### config.mk
export PLATFORM = sky130hd
export DESIGN_NAME = ipu_frame_sched
export DESIGN_NICKNAME = d
export VERILOG_FILES = /design/src/rtl/ipu_frame_sched.sv
export SDC_FILE = /design/constraint.sdc
export NUM_CORES = 1
export LEC_CHECK = 0
export ABC_CLOCK_PERIOD_IN_PS = 4600
export CAP_MARGIN = 20
export CORE_MARGIN = 5
export CORE_UTILIZATION = 51
export DETAILED_ROUTE_END_ITERATION = 16
export PLACE_DENSITY = 0.85
export SETUP_SLACK_MARGIN = 0.02
export SLEW_MARGIN = 15
export SYNTH_ARGS = -nofsm -noshare
export SYNTH_HDL_FRONTEND = slang
export SYNTH_SLANG_ARGS = --single-unit
export TNS_END_PERCENT = 5
### constraint.sdc
create_clock -name iCLK -period 4.6 [get_ports iCLK]
set_input_delay 0.69 -clock iCLK [delete_from_list [all_inputs] [get_ports iCLK]]
set_output_delay 0.69 -clock iCLK [all_outputs]
set_load 0.03 [all_outputs]
### src/rtl/ipu_frame_sched.sv
// ipu_frame_sched
//   Frame-level controller for the IPU centroid datapath. It sits between the
//   CCD capture stream and the IPU. It does four things:
//     - passes the pixel-valid stream to the IPU only for whole frames;
//     - pulses an accumulator clear on the start-of-frame (SOF) pixel;
//     - double-buffers the RGB thresholds so they change only at an SOF;
//     - collects the frame's centroid, or a timeout no-detect, and holds it
//       for the consumer on a valid/ready handshake.
//
// Ports
//   iCLK, iRST             clock, synchronous active-low reset
//   iEnable                run request from host
//   iDVAL, iX_Cont/iY_Cont capture pixel valid and position
//   iCfg_we/addr/data      threshold writes (0=R 1=G 2=B, 3 ignored)
//   oIPU_DVAL, oIPU_clr    gated pixel valid and accumulator clear (combinational)
//   oThr_R/G/B             active thresholds
//   iIPU_DVAL/Row/Col      IPU centroid result
//   oRes_*, iRes_ready     result handshake to the consumer
//   oFrame_cnt             results delivered (wraps)
//   oDrop_cnt              frames skipped or truncated (saturates at 255)
//
// State table
//   state    | meaning
//   IDLE     | not running; IPU stream gated off
//   WAIT_SOF | armed; the next SOF pixel starts a frame
//   STREAM   | frame in progress; pixels pass to the IPU
//   WAIT_RES | frame ended; waiting for the IPU result or a timeout
//   HOLD     | result presented; waiting for consumer ready

module ipu_frame_sched #(
  parameter int          FRAME_W     = 640,
  parameter int          FRAME_H     = 480,
  parameter int          RES_TIMEOUT = 1024,
  parameter logic [11:0] THR_DEFAULT = 12'hC00
) (
  input  logic        iCLK,
  input  logic        iRST,
  input  logic        iEnable,
  input  logic        iDVAL,
  input  logic [10:0] iX_Cont,
  input  logic [10:0] iY_Cont,
  input  logic        iCfg_we,
  input  logic [1:0]  iCfg_addr,
  input  logic [11:0] iCfg_data,
  output logic        oIPU_DVAL,
  output logic        oIPU_clr,
  output logic [11:0] oThr_R,
  output logic [11:0] oThr_G,
  output logic [11:0] oThr_B,
  input  logic        iIPU_DVAL,
  input  logic [10:0] iIPU_Row,
  input  logic [10:0] iIPU_Col,
  output logic        oRes_valid,
  output logic        oRes_found,
  output logic [10:0] oRes_row,
  output logic [10:0] oRes_col,
  input  logic        iRes_ready,
  output logic [15:0] oFrame_cnt,
  output logic [7:0]  oDrop_cnt
);

  localparam logic [10:0] X_LAST   = 11'(FRAME_W - 1);
  localparam logic [10:0] Y_LAST   = 11'(FRAME_H - 1);
  localparam int          TW       = (RES_TIMEOUT > 1) ? $clog2(RES_TIMEOUT) : 1;
  localparam logic [TW-1:0] TMO_LOAD = TW'(RES_TIMEOUT - 1);

  typedef enum logic [2:0] {
    S_IDLE,
    S_WAIT_SOF,
    S_STREAM,
    S_WAIT_RES,
    S_HOLD
  } state_t;

  state_t      state;
  logic [11:0] stage_r, stage_g, stage_b;
  logic [TW-1:0] tmo_cnt;

  logic sof, eof;
  logic drop_hit;

  assign sof = iDVAL && (iX_Cont == 11'd0) && (iY_Cont == 11'd0);
  assign eof = iDVAL && (iX_Cont == X_LAST) && (iY_Cont == Y_LAST);

  // Pixel gating and clear must line up with the SOF pixel itself, so they
  // are decoded from the current state rather than registered.
  always_comb begin
    oIPU_DVAL = 1'b0;
    oIPU_clr  = 1'b0;
    drop_hit  = 1'b0;
    unique case (state)
      S_WAIT_SOF: begin
        if (iEnable && sof) begin
          oIPU_DVAL = 1'b1;
          oIPU_clr  = 1'b1;
        end
      end
      S_STREAM: begin
        oIPU_DVAL = iDVAL;
        oIPU_clr  = sof && !eof;
        drop_hit  = sof && !eof;
      end
      S_WAIT_RES, S_HOLD: begin
        // SOF arriving while a result is outstanding: that frame is lost
        // and the IPU is left alone.
        drop_hit = sof;
      end
      default: begin
        oIPU_DVAL = 1'b0;
      end
    endcase
  end

  always_ff @(posedge iCLK) begin
    if (!iRST) begin
      state      <= S_IDLE;
      stage_r    <= THR_DEFAULT;
      stage_g    <= THR_DEFAULT;
      stage_b    <= THR_DEFAULT;
      oThr_R     <= THR_DEFAULT;
      oThr_G     <= THR_DEFAULT;
      oThr_B     <= THR_DEFAULT;
      tmo_cnt    <= '0;
      oRes_valid <= 1'b0;
      oRes_found <= 1'b0;
      oRes_row   <= '0;
      oRes_col   <= '0;
      oFrame_cnt <= '0;
      oDrop_cnt  <= '0;
    end else begin
      // Staging always takes writes; the active copy is loaded from the
      // pre-edge staging value, so a write coincident with SOF waits a frame.
      if (iCfg_we) begin
        case (iCfg_addr)
          2'd0:    stage_r <= iCfg_data;
          2'd1:    stage_g <= iCfg_data;
          2'd2:    stage_b <= iCfg_data;
          default: ;
        endcase
      end

      if (drop_hit && (oDrop_cnt != 8'hFF))
        oDrop_cnt <= oDrop_cnt + 8'd1;

      unique case (state)
        S_IDLE: begin
          if (iEnable)
            state <= S_WAIT_SOF;
        end

        S_WAIT_SOF: begin
          if (!iEnable) begin
            state <= S_IDLE;
          end else if (sof) begin
            oThr_R <= stage_r;
            oThr_G <= stage_g;
            oThr_B <= stage_b;
            state  <= S_STREAM;
          end
        end

        S_STREAM: begin
          if (eof) begin
            tmo_cnt <= TMO_LOAD;
            state   <= S_WAIT_RES;
          end else if (sof) begin
            // Truncated frame: restart with fresh thresholds.
            oThr_R <= stage_r;
            oThr_G <= stage_g;
            oThr_B <= stage_b;
          end
        end

        S_WAIT_RES: begin
          if (iIPU_DVAL) begin
            oRes_found <= 1'b1;
            oRes_row   <= iIPU_Row;
            oRes_col   <= iIPU_Col;
            oRes_valid <= 1'b1;
            state      <= S_HOLD;
          end else if (tmo_cnt == '0) begin
            oRes_found <= 1'b0;
            oRes_row   <= '0;
            oRes_col   <= '0;
            oRes_valid <= 1'b1;
            state      <= S_HOLD;
          end else begin
            tmo_cnt <= tmo_cnt - 1'b1;
          end
        end

        S_HOLD: begin
          if (iRes_ready) begin
            oRes_valid <= 1'b0;
            oFrame_cnt <= oFrame_cnt + 16'd1;
            state      <= iEnable ? S_WAIT_SOF : S_IDLE;
          end
        end

        default: state <= S_IDLE;
      endcase
    end
  end

endmodule

**Word level (Yosys, flattened, before mapping)**

Index checks and enable logic that the tools add are counted.

- Register bits: 133
- Word-level logic and storage cells: 100
- Input port bits: 65
- Output and inout port bits: 86

- $add $sub $neg: 3
- Mux-type cells: 38
- Equal/unequal tests: 18
- Reduce and logical (&&, ||, !) cells: 27

Operators by type and width:

| cell | number |
|---|---|
| $mux W12 | 9 |
| $pmux W12 S2 | 3 |
| $mux W11 | 3 |
| $mux W10 | 3 |
| $logic_not A11 Y1 | 2 |
| $mux W3 | 7 |
| $pmux W10 S2 | 1 |
| $add A16 B1 Y16 const B | 1 |
| $pmux W3 S5 | 1 |
| $ne A2 B2 Y1 const B | 7 |
| $eq A11 B10 Y1 const B | 1 |
| $eq A11 B9 Y1 const B | 1 |
| $logic_not A10 Y1 | 1 |
| $reduce_and A2 Y1 | 5 |
| $sub A10 B1 Y10 const B | 1 |
| $add A8 B1 Y8 const B | 1 |
| $ne A8 B8 Y1 const B | 1 |
| $pmux W1 S2 | 4 |
| $reduce_bool A2 Y1 | 4 |
| $logic_and A1 B1 Y1 | 7 |
| $mux W1 | 7 |
| $eq A3 B2 Y1 const B | 2 |
| $ne A3 B3 Y1 const B | 2 |
| $reduce_and A3 Y1 | 2 |
| other kinds (10) | 10 |

**Depth between registers and ports, before layout**

- Word-level depth: 7
- Depth in mapped cells: 8
- Depth with buffers taken out: 8

**Worst setup path after synthesis**

No wires, ideal clock.

- Kind: in2out
- Start: in iY_Cont[3]
- End: out oIPU_clr
- Path buffers: 1
- Stages on the path: 6
- Path slack: 1,913 ps
- Arrival time: 1,997 ps
- Data required time: 3,910 ps
- Path through: nand4_1 -> nor4_4 -> a21boi_1 -> o211ai_2 -> clkbuf_1 -> inv_1

- Cells in the longest elaborated chain, start to end: 5
- Elaborated cells on any way between the ends: 9
- Classes of those cells: eq/ne: 1; mux: 2; reduce/logical: 6

RTL lines:

| element | line | source |
|---|---|---|
| start: declaration | 41 | `input logic [10:0] iY_Cont,` |
| $eq A11 B9 Y1 or $logic_not A11 Y1 (tied branches) | 83, 82 |  |
| $logic_and A1 B1 Y1 (on tied branches) | 83, 82 |  |
| $logic_not A1 Y1 or $logic_and A1 B1 Y1 (tied branches) | 100, 93 |  |
| $logic_and A1 B1 Y1 or $mux W1 (tied branches) | 100, 93 |  |
| $pmux W1 S2 * | 91 | `unique case (state)` |
| end: declaration | 46 | `output logic oIPU_clr,` |

Every way passes the cells marked *; elsewhere a longest branch is shown, timed or not.

**Worst setup path in the final report**

- Start: in iX_Cont[0]
- End: out oIPU_DVAL

- Cells in the longest elaborated chain, start to end: 6

RTL lines:

| element | line | source |
|---|---|---|
| start: declaration | 40 | `input logic [10:0] iX_Cont,` |
| $logic_not A11 Y1 | 82 | `assign sof = iDVAL && (iX_Cont == 11'd0) && (iY_Cont == 11'd0);` |
| $logic_and A1 B1 Y1 (2 in a row) | 82 |  |
| $logic_and A1 B1 Y1 | 93 | `if (iEnable && sof) begin` |
| $mux W1 | 93 |  |
| $pmux W1 S2 | 91 |  |
| end: declaration | 45 | `output logic oIPU_DVAL,` |

Every way passes these cells.

==> metrics <==
worst min path class flop to flop; clock root cell clkbuf_8; Seq pwr share 45.9%; vias per cell 5.53; Slew headroom 35.3%; Sw Ratio 21.6%; total CTS buffers 17; clock share of power 49.2%; largest net degree at the start of global routing 79; Setup CP Type input port to output port; crit-path cells clkdlybuf4s50_1, nor4_1, nand4_1, nor2_1, a22oi_1, nor2_1, clkdlybuf4s50_1; max cap viols 0; Die Y 112 um; ys flop type dfxtp_1; Post-Place Cells 892; Post-Synthesis Cell Area 5360 um2; P_int 2.00 mW; RSZ-0062 raised after global routing false; vias in the first global route 4933; final setup fails 0; Cells after Synth 642; Final Util 72.8%; antenna cells 0; # hold bufs at CTS 0; final critical-path share of the clock period 81.9%; minimum clock period 3.77 ns; Post-CTS Setup Inserts 0; Slew @ Worst Pin 0.967 ns; clk_lat worst skew 0.51 ns; filler instances 807; core area 10300 um2; I/O pins 151; CP endpoint kind output port; number of synthesized flops with an enable pin 0; combinational share of power 5.0%; CTS tree built; final clock skew 0.00807 ns; clock buffer depth 2; PostCTS Resize Cnt 0; status completed; Fmax 0.265 GHz; Initial DRC Count 304; CP max-delay cell clkdlybuf4s50_1; commonest non-fill, non-tap cell in the layout clkdlybuf4s50_1; VDD IR max 0.274 mV; hold slack 0.451 ns; Hold Fails Final Rpt 0; DRT Pass-1 Iters 5; final instance area 7480 um2; Die Area 12700 um2; Yosys warning count 0; post-route ant nets 0; CP bufs+invs 2; WL/cell 15.2 um; syn nets 711; area growth from synthesis to layout 39.7%; final WL 14100 um; GRT overflow 0; DRC errors left 0; CP required 3.91 ns; overall via count from detail_route 5112; Setup TNS 0 ns; Avg Cell Area, Syn 8.35 um2; CP peak stage delay 0.68 ns; H-tree depth 4; GP Congestion 0.848; PD cells 341 nW/um2; Final Non-Filler Cells 925; share of cells above drive strength 1 6.21%; critical path launch point type input port; hold path depth 2; Final #Nets 845; clk slew on worst S/H paths 0.06 ns; gr usage total 22.3%; max-slew violation count 0; Cell Rows 37; Max FO, Critical Path 3; Switching Power 0.552 mW; antenna violations before repair 0; initial core utilization 52.1%; I/O Buffers 150; Synth cell types 51; FF-to-FF path depth 6; cell family with most CP delay simple AND/OR/NAND/NOR gates; Lkg Pwr 2.62 nW; Sink Count 133; WP data arrival 3.08 ns; FF+latch count, synth 133; Die Width 112 um; DPL Wire Length 9860 um; CP Depth 7; Placed Area 6900 um2; first-pass GRT wire length 23200 um; Seq/Total Area, Yosys 49.7%; commonest non-fill, non-tap cells in the layout 149 x clkdlybuf4s50_1, 140 x nand2_1, 133 x dfxtp_1, 71 x a21oi_1, 68 x nand3_1; Synth async-reset ratio 0%
==> through the flow <==
step	power, mW	worst slack [ns]
floorplan	1.24	1.91
global placement	1.31	1.06
detailed placement	1.32	0.887
CTS	2.57	0.883
global route	2.65	0.740
finish	2.55	0.832
==> synth_stat cells (5+ instances only) <==
| cell | instances | area [um2] |
|---|---|---|
| and3_1 | 6 | 37.5 |
| xor2_1 | 13 | 114 |
| a21oi_1 | 71 | 355 |
| mux2i_1 | 8 | 80.1 |
| nor2_1 | 31 | 116 |
| nand2b_1 | 5 | 31.3 |
| dfxtp_1 | 133 | 2660 |
| inv_1 | 5 | 18.8 |
| nand4_1 | 17 | 106 |
| clkbuf_1 | 31 | 116 |
| nand2_1 | 140 | 526 |
| nor3_1 | 5 | 25.0 |
| o21ai_1 | 32 | 160 |
| xnor2_1 | 13 | 114 |
| nand3_1 | 68 | 340 |
| and2_1 | 5 | 31.3 |
| nor4_1 | 5 | 31.3 |
==> kinds of logic (layout without fill, tap and decap cells) <==
family                   Yosys count  in the layout  synth area share [%]
flip-flops                       133            133                  49.7
multiplexers                       9              9                  1.70
XOR/XNOR                          26             26                  4.25
AO/OA/AOI/OAI                    122            122                  13.1
AND/OR/NAND/NOR                  301            301                  26.7
buffers and inverters             47            194                  3.64
adder cells (fa/ha/maj)            4              4                 0.934
==> worst min-delay path, cell delays in order, from the launching register on <==
cell     delay (ns)
dfxtp_1        0.31
nand2_1        0.05
o21ai_1        0.05
==> routing by layer <==
metal,track usage (%),up-vias,share of wire [%]
met3,7.12,33,7.2
met4,10.1,0,2.7
met1,26.8,2420,42
met2,36.4,190,49
met5,0,-,0
li1,-,2469,-
==> layout make-up <==
cell class | count | area [um2] | share of cell area [%]
flip-flops and latches | 133 | 2660 | 35.6
multi-input cells | 462 | 2510 | 33.5
repair buffers | 156 | 1560 | 20.9
clock buffers | 21 | 429 | 5.73
well taps | 136 | 170 | 2.27
clock inverters | 11 | 130 | 1.74
inverters | 6 | 22.5 | 0.301
==> power by group through the flow <==
stage / sequential (mW) / clock, mW / combinational, mW
2_1_floorplan: 1.19 / 0 / 0.0487
3_3_place_gp: 1.20 / 0 / 0.119
3_5_place_dp: 1.20 / 0 / 0.122
4_1_cts: 1.17 / 1.27 / 0.123
5_1_grt: 1.17 / 1.34 / 0.137
6_report: 1.17 / 1.26 / 0.127
==> flip-flops by register name (all words and copies together), names as in the netlist, 8 cells and up <==
name / flops
stage_b: 12
stage_r: 12
stage_g: 12
tmo_cnt: 10
oDrop_cnt: 8
oRes_col: 11
oThr_B: 12
oThr_R: 12
oRes_row: 11
oFrame_cnt: 16
oThr_G: 12
==> worst paths after layout <==
kind / startpoint / end / slack [ns]
worst min-delay path: stage_b[3] / oThr_B[3] / 0.45
worst min register to register: stage_b[3] / oThr_B[3] / 0.45
worst max-delay path: iX_Cont[0] / oIPU_DVAL / 0.83
worst max register to register: state[1] / oThr_G[11] / 2.38
Power figures use the tool's default switching activity.
==> patch 1 (config.mk and constraints unchanged) <==
Encoding of `state_t`: now one-hot (5 bits for 5 states).
--- a/src/rtl/ipu_frame_sched.sv
+++ b/src/rtl/ipu_frame_sched.sv
@@ -64,12 +64,12 @@
   localparam int          TW       = (RES_TIMEOUT > 1) ? $clog2(RES_TIMEOUT) : 1;
   localparam logic [TW-1:0] TMO_LOAD = TW'(RES_TIMEOUT - 1);
 
-  typedef enum logic [2:0] {
-    S_IDLE,
-    S_WAIT_SOF,
-    S_STREAM,
-    S_WAIT_RES,
-    S_HOLD
+  typedef enum logic [4:0] {
+    S_IDLE     = 5'b00001,
+    S_WAIT_SOF = 5'b00010,
+    S_STREAM   = 5'b00100,
+    S_WAIT_RES = 5'b01000,
+    S_HOLD     = 5'b10000
   } state_t;
 
   state_t      state;
Formal check against the unedited RTL: same outputs for any inputs over 4 cycles, from zero or initial values and one cycle with iRST low; so few cycles prove little.
==> patch 1 against the original RTL <==
  * Critical path depth shrank 1
  * Wire length increased by 4.0%
  * Cell area up 6.1%
  * Worst setup slack improved by 0.074 ns
  * Area after synthesis increased by 8.6%
  * Cell count increased by 0.43%
  * Total power up 6.5%
  * Synthesized cell count shrank 1.1%
  * Largest cell class is now multi-input combinational cells
  * Sequential cell count is 2 higher
==> patch 1: results <==
group,metric,value,unit
finish,largest_register_ffs,16,
route,wire_per_inst,15.7,µm
finish,regMostFlops,"oFrame_cnt",
clocking,path_clk_slew,0.06,ns
timing,slew_headroom,39.6,%
worst_setup_path,r2r_cells,6,
grt,grt_usage,22.2,%
power_and_ir_drop,ir_drop,0.000313,V
synthesis,synthTopCellsByCount,"135 x dfxtp_1, 124 x nand2_1, 57 x a21boi_0, 44 x mux2i_1, 39 x nand3_1",
grt,grt_pass1_wl,24100,µm
route,drt_first_pass_iters,4,
worst_setup_path,crit_fanout,3,
power_and_ir_drop,internal-power,0.00213,W
run_status,status,"completed",
clocking,cts_buffer_depth,2,
synthesis,synth_area_leaders,"dfxtp_1 46%, nand2_1 8.0%, mux2i_1 7.6%",
clocking,postCtsSetupBuffers,0,
route,met1_length,6300,µm
route,highest_layer,"met4",
timing,clock_skew,0.00557,ns
place,gp_routability_congestion,0.821,
worst_setup_path,worst_path_max_delay_cell,"clkdlybuf4s50_1",
place,hpwl,10200,µm
synthesis,ys.flop_type,"dfxtp_1",
finish,antennaDiodeCount,0,
worst_setup_path,critPathMaxStageDelay,0.61,ns
finish,nets,842,
clocking,htree_levels,4,
clocking,clk_latency,0.41,ns
finish,fillers,856,
route,wl_met2,7040,µm
place,io_buffers,150,
worst_hold_path,hold_path_class,"reg2reg",
power_and_ir_drop,leakage,2.74,nW
route,drt-initial-drc-count,280,
synthesis,synth_nets,704,
synthesis,ys_seq_area_share,46.4,%
clocking,cts_resized,0,
synthesis,synth.yosys.warnings,0,
finish,drive_gt1_share,6.11,%
route,route.met3.wl,1020,µm
synthesis,synth_cell_types,53,
worst_hold_path,min_path_cells,2,
clocking,cts-root-buf,"clkbuf_16",
grt,antenna_found_initial,0,
grt,grt_pass1_vias,5009,
clocking,cts_buffers,17,
synthesis,async_flop_share,0,%
route,num_vias,4945,
grt,grt_max_degree,145,
## patch 1: cell count changes in the layout (fill, tap and decap cells not counted), moves of 16 or more
cell      before  now
a21oi_1       71    4
a21boi_0       2   57
mux2i_1        8   44
nor2b_1        2   34
o21ai_1       32    0
nand3_1       68   39
nor2_1        31   12
nand2_1      140  124
## patch 1: kinds of logic (layout without fill, tap and decap cells)
family / count (synthesis) / in the layout / synth area share (%)
compound gates: 100 / 100 / 12.8
xor+xnor: 13 / 13 / 1.96
fa+ha+maj: 4 / 4 / 0.860
buf+inv: 43 / 194 / 4.02
flops: 135 / 135 / 46.4
mux: 44 / 44 / 7.57
simple gates: 296 / 296 / 26.4
## patch 1: layer usage
metal / vias to the layer above / global-route usage (%)
li1: 2477 / -
met1: 2322 / 27.0
met2: 119 / 35.4
met3: 27 / 9.05
met4: 0 / 8.49
met5: - / 0
## patch 1: critical path, delay by kind of cell
family	cells	cell delay, ns
buffers and inverters	2	1.11
and+or+nand+nor	2	0.69
AOI/OAI and AO/OA	2	0.51
## patch 1: path summary, 6_finish.rpt
path | from | to | slack (ns)
setup / recovery | iX_Cont[3] | oIPU_clr | 0.91
setup reg to reg | state[1]$_SDFFE_PN0P_ | oThr_G[10]$_SDFFE_PN1P_ | 2.19
hold / removal | stage_g[6]$_SDFFE_PN0P_ | stage_g[6]$_SDFFE_PN0P_ | 0.47
hold reg to reg | stage_g[6]$_SDFFE_PN0P_ | stage_g[6]$_SDFFE_PN0P_ | 0.47
## patch 1: per-stage QoR
stage / setup slack [ns] / cells / total power [W] / hold WS, ns / area (µm²)
2_1_floorplan: 1.89 / 635 / 0.00127 / 0.440 / 5820
3_3_place_gp: 1.07 / 897 / 0.00134 / 0.453 / 7330
3_5_place_dp: 0.956 / 897 / 0.00134 / 0.460 / 7330
4_1_cts: 0.937 / 929 / 0.00274 / 0.469 / 7940
5_1_grt: 0.847 / 929 / 0.00281 / 0.491 / 7940
6_report: 0.906 / 929 / 0.00272 / 0.465 / 7940
## patch 1: area by class of cell
| class | count | area [µm²] | area share [%] |
|---|---|---|---|
| flip-flops and latches | 135 | 2700 | 34.0 |
| multi-input cells | 457 | 2890 | 36.4 |
| inverters | 9 | 33.8 | 0.425 |
| repair buffers | 153 | 1530 | 19.2 |
| well taps | 143 | 179 | 2.25 |
| clock buffers | 18 | 439 | 5.53 |
| clock inverters | 14 | 173 | 2.17 |
## patch 1: power by group through the flow
| stage | Clock, W | Combinational [W] | Sequential, W |
|---|---|---|---|
| final | 0.00140 | 0.000130 | 0.00119 |
| after global routing | 0.00147 | 0.000141 | 0.00119 |
| after CTS | 0.00142 | 0.000130 | 0.00119 |
| after detailed placement | 0 | 0.000129 | 0.00122 |
| after global placement | 0 | 0.000125 | 0.00121 |
| after floorplan | 0 | 0.0000554 | 0.00121 |
==> patch 2 (same settings) <==
Without the edit above. `RES_TIMEOUT`: 1024 -> 512.
--- a/src/rtl/ipu_frame_sched.sv
+++ b/src/rtl/ipu_frame_sched.sv
@@ -30,7 +30,7 @@
 module ipu_frame_sched #(
   parameter int          FRAME_W     = 640,
   parameter int          FRAME_H     = 480,
-  parameter int          RES_TIMEOUT = 1024,
+  parameter int          RES_TIMEOUT = 512,
   parameter logic [11:0] THR_DEFAULT = 12'hC00
 ) (
   input  logic        iCLK,
Formal check against the unedited RTL: same outputs for any inputs over 4 cycles, from zero or initial values and one cycle with iRST low; that may be too few to reach the edited logic, so the function may still have changed.
==> patch 2 against the original RTL <==
  * Worst setup slack gained 0.039 ns
  * Combinational power barely moved
  * Core utilization is 0.21 points higher
  * Largest cell class unchanged
  * Total power rose by 3.4%
  * First-iteration DRC count rose by 34%
  * Critical path type unchanged
  * Sequential cell count decreased by 1
  * Sequential share of layout area decreased by 0.84 points
  * Synthesized cell count down 0.16%
  * Highest routed layer unchanged
  * Area after synthesis rose by 2.2%
  * Cell area grew 1.6%
  * Die area increased by 2.0%
  * Wire length up 4.7%
==> patch 2: results <==
group,metric,value,unit
run_status,status,"completed",
timing,tightest_slew,0.959,ns
place,dp_cells,893,
grt,grt_usage,22.5,%
synthesis,synth_area_leaders,"dfxtp_1 48%, nand2_1 11%, mux2i_1 8.2%",
grt,grt_pass1_wl,24100,µm
finish,nets,844,
worst_setup_path,critPathMaxStageDelay,0.74,ns
power_and_ir_drop,leakage,2.58,nW
synthesis,ys_seq_area_share,48.3,%
route,wire_per_inst,15.9,µm
worst_setup_path,arrival,3.04,ns
worst_setup_path,crit_fanout,5,
finish,fillers,780,
route,num_vias,5102,
route,drt-initial-drc-count,407,
place,gp_routability_congestion,0.865,
grt,grt_pass1_vias,5049,
synthesis,synthTopCellsByCount,"158 x nand2_1, 132 x dfxtp_1, 59 x nor2_1, 45 x mux2i_1, 44 x a21oi_1",
place,hpwl,10200,µm
synthesis,netlist_instances,641,
die,floorplan.initialDensity,52.6,%
timing,clock_skew,0.00842,ns
synthesis,synth_cell_types,49,
grt,grt_max_degree,85,
route,wl_met2,7060,µm
finish,drive_gt1_share,6.72,%
synthesis,synth_nets,709,
## patch 2: cell types whose count changed in the layout (fill, tap and decap cells not counted), moves of 18 or more
| cell | unedited run | this run |
|---|---|---|
| nand3_1 | 68 | 19 |
| mux2i_1 | 8 | 45 |
| o21ai_1 | 32 | 1 |
| nor2_1 | 31 | 59 |
| a21oi_1 | 71 | 44 |
| a22oi_1 | 1 | 23 |
| nand2_1 | 140 | 158 |
## patch 2: where the power goes
group / switching [W] / internal (W)
Clock: 0.000547 / 0.000803
Combinational: 0.0000634 / 0.0000636
Sequential: 0.00000853 / 0.00116
Total: 0.000619 / 0.00202
## patch 2: cell families after synthesis
kind of cell,Yosys count,share of synthesized area [%]
and+or+nand+nor,303,25.2
DFF,132,48.3
AOI/OAI and AO/OA,99,11.9
buffers and inverters,47,3.84
muxes,45,8.23
xor gates and xnor gates,12,1.92
adders and majority gates,3,0.686
## patch 2: critical path, delay by kind of cell
family          cells  cell delay (ns)
buf+inv             2             1.20
compound gates      1             0.29
simple gates        3             0.85
## patch 2: per-layer routing
metal | vias to the layer above | track usage [%]
met2 | 207 | 37.3
met3 | 15 | 7.75
met4 | 0 | 6.89
li1 | 2484 | -
met1 | 2396 | 27.5
met5 | - | 0
## patch 2: final timing paths
kind                             to                   start  slack, ns
min reg2reg  oThr_G[4]$_SDFFE_PN0P_  oThr_G[4]$_SDFFE_PN0P_       0.46
max reg2reg  oThr_G[0]$_SDFFE_PN0P_   state[1]$_SDFFE_PN0P_       2.14
max                        oIPU_clr              iX_Cont[2]       0.87
min          oThr_G[4]$_SDFFE_PN0P_  oThr_G[4]$_SDFFE_PN0P_       0.46
## patch 2: per-stage QoR
step | area (µm²) | utilization (%) | hold WS (ns) | worst slack, ns | total power [W]
after CTS | 7600 | 73.0 | 0.458 | 0.866 | 0.00265
after detailed placement | 7010 | 67.3 | 0.448 | 0.864 | 0.00131
after global placement | 7010 | 67.3 | 0.442 | 0.946 | 0.00131
after global routing | 7610 | 73.0 | 0.476 | 0.787 | 0.00273
final | 7610 | 73.0 | 0.456 | 0.871 | 0.00264
after floorplan | 5480 | - | 0.437 | 1.91 | 0.00124
## patch 2: area by class of cell
| class | count | area, µm² | area share, % |
|---|---|---|---|
| clock inverter | 14 | 166 | 2.19 |
| inverter | 9 | 33.8 | 0.444 |
| clock buffer | 18 | 428 | 5.62 |
| multi-input combinational | 462 | 2640 | 34.7 |
| sequential | 132 | 2640 | 34.7 |
| timing repair buffer | 154 | 1530 | 20.1 |
| tap | 136 | 170 | 2.24 |
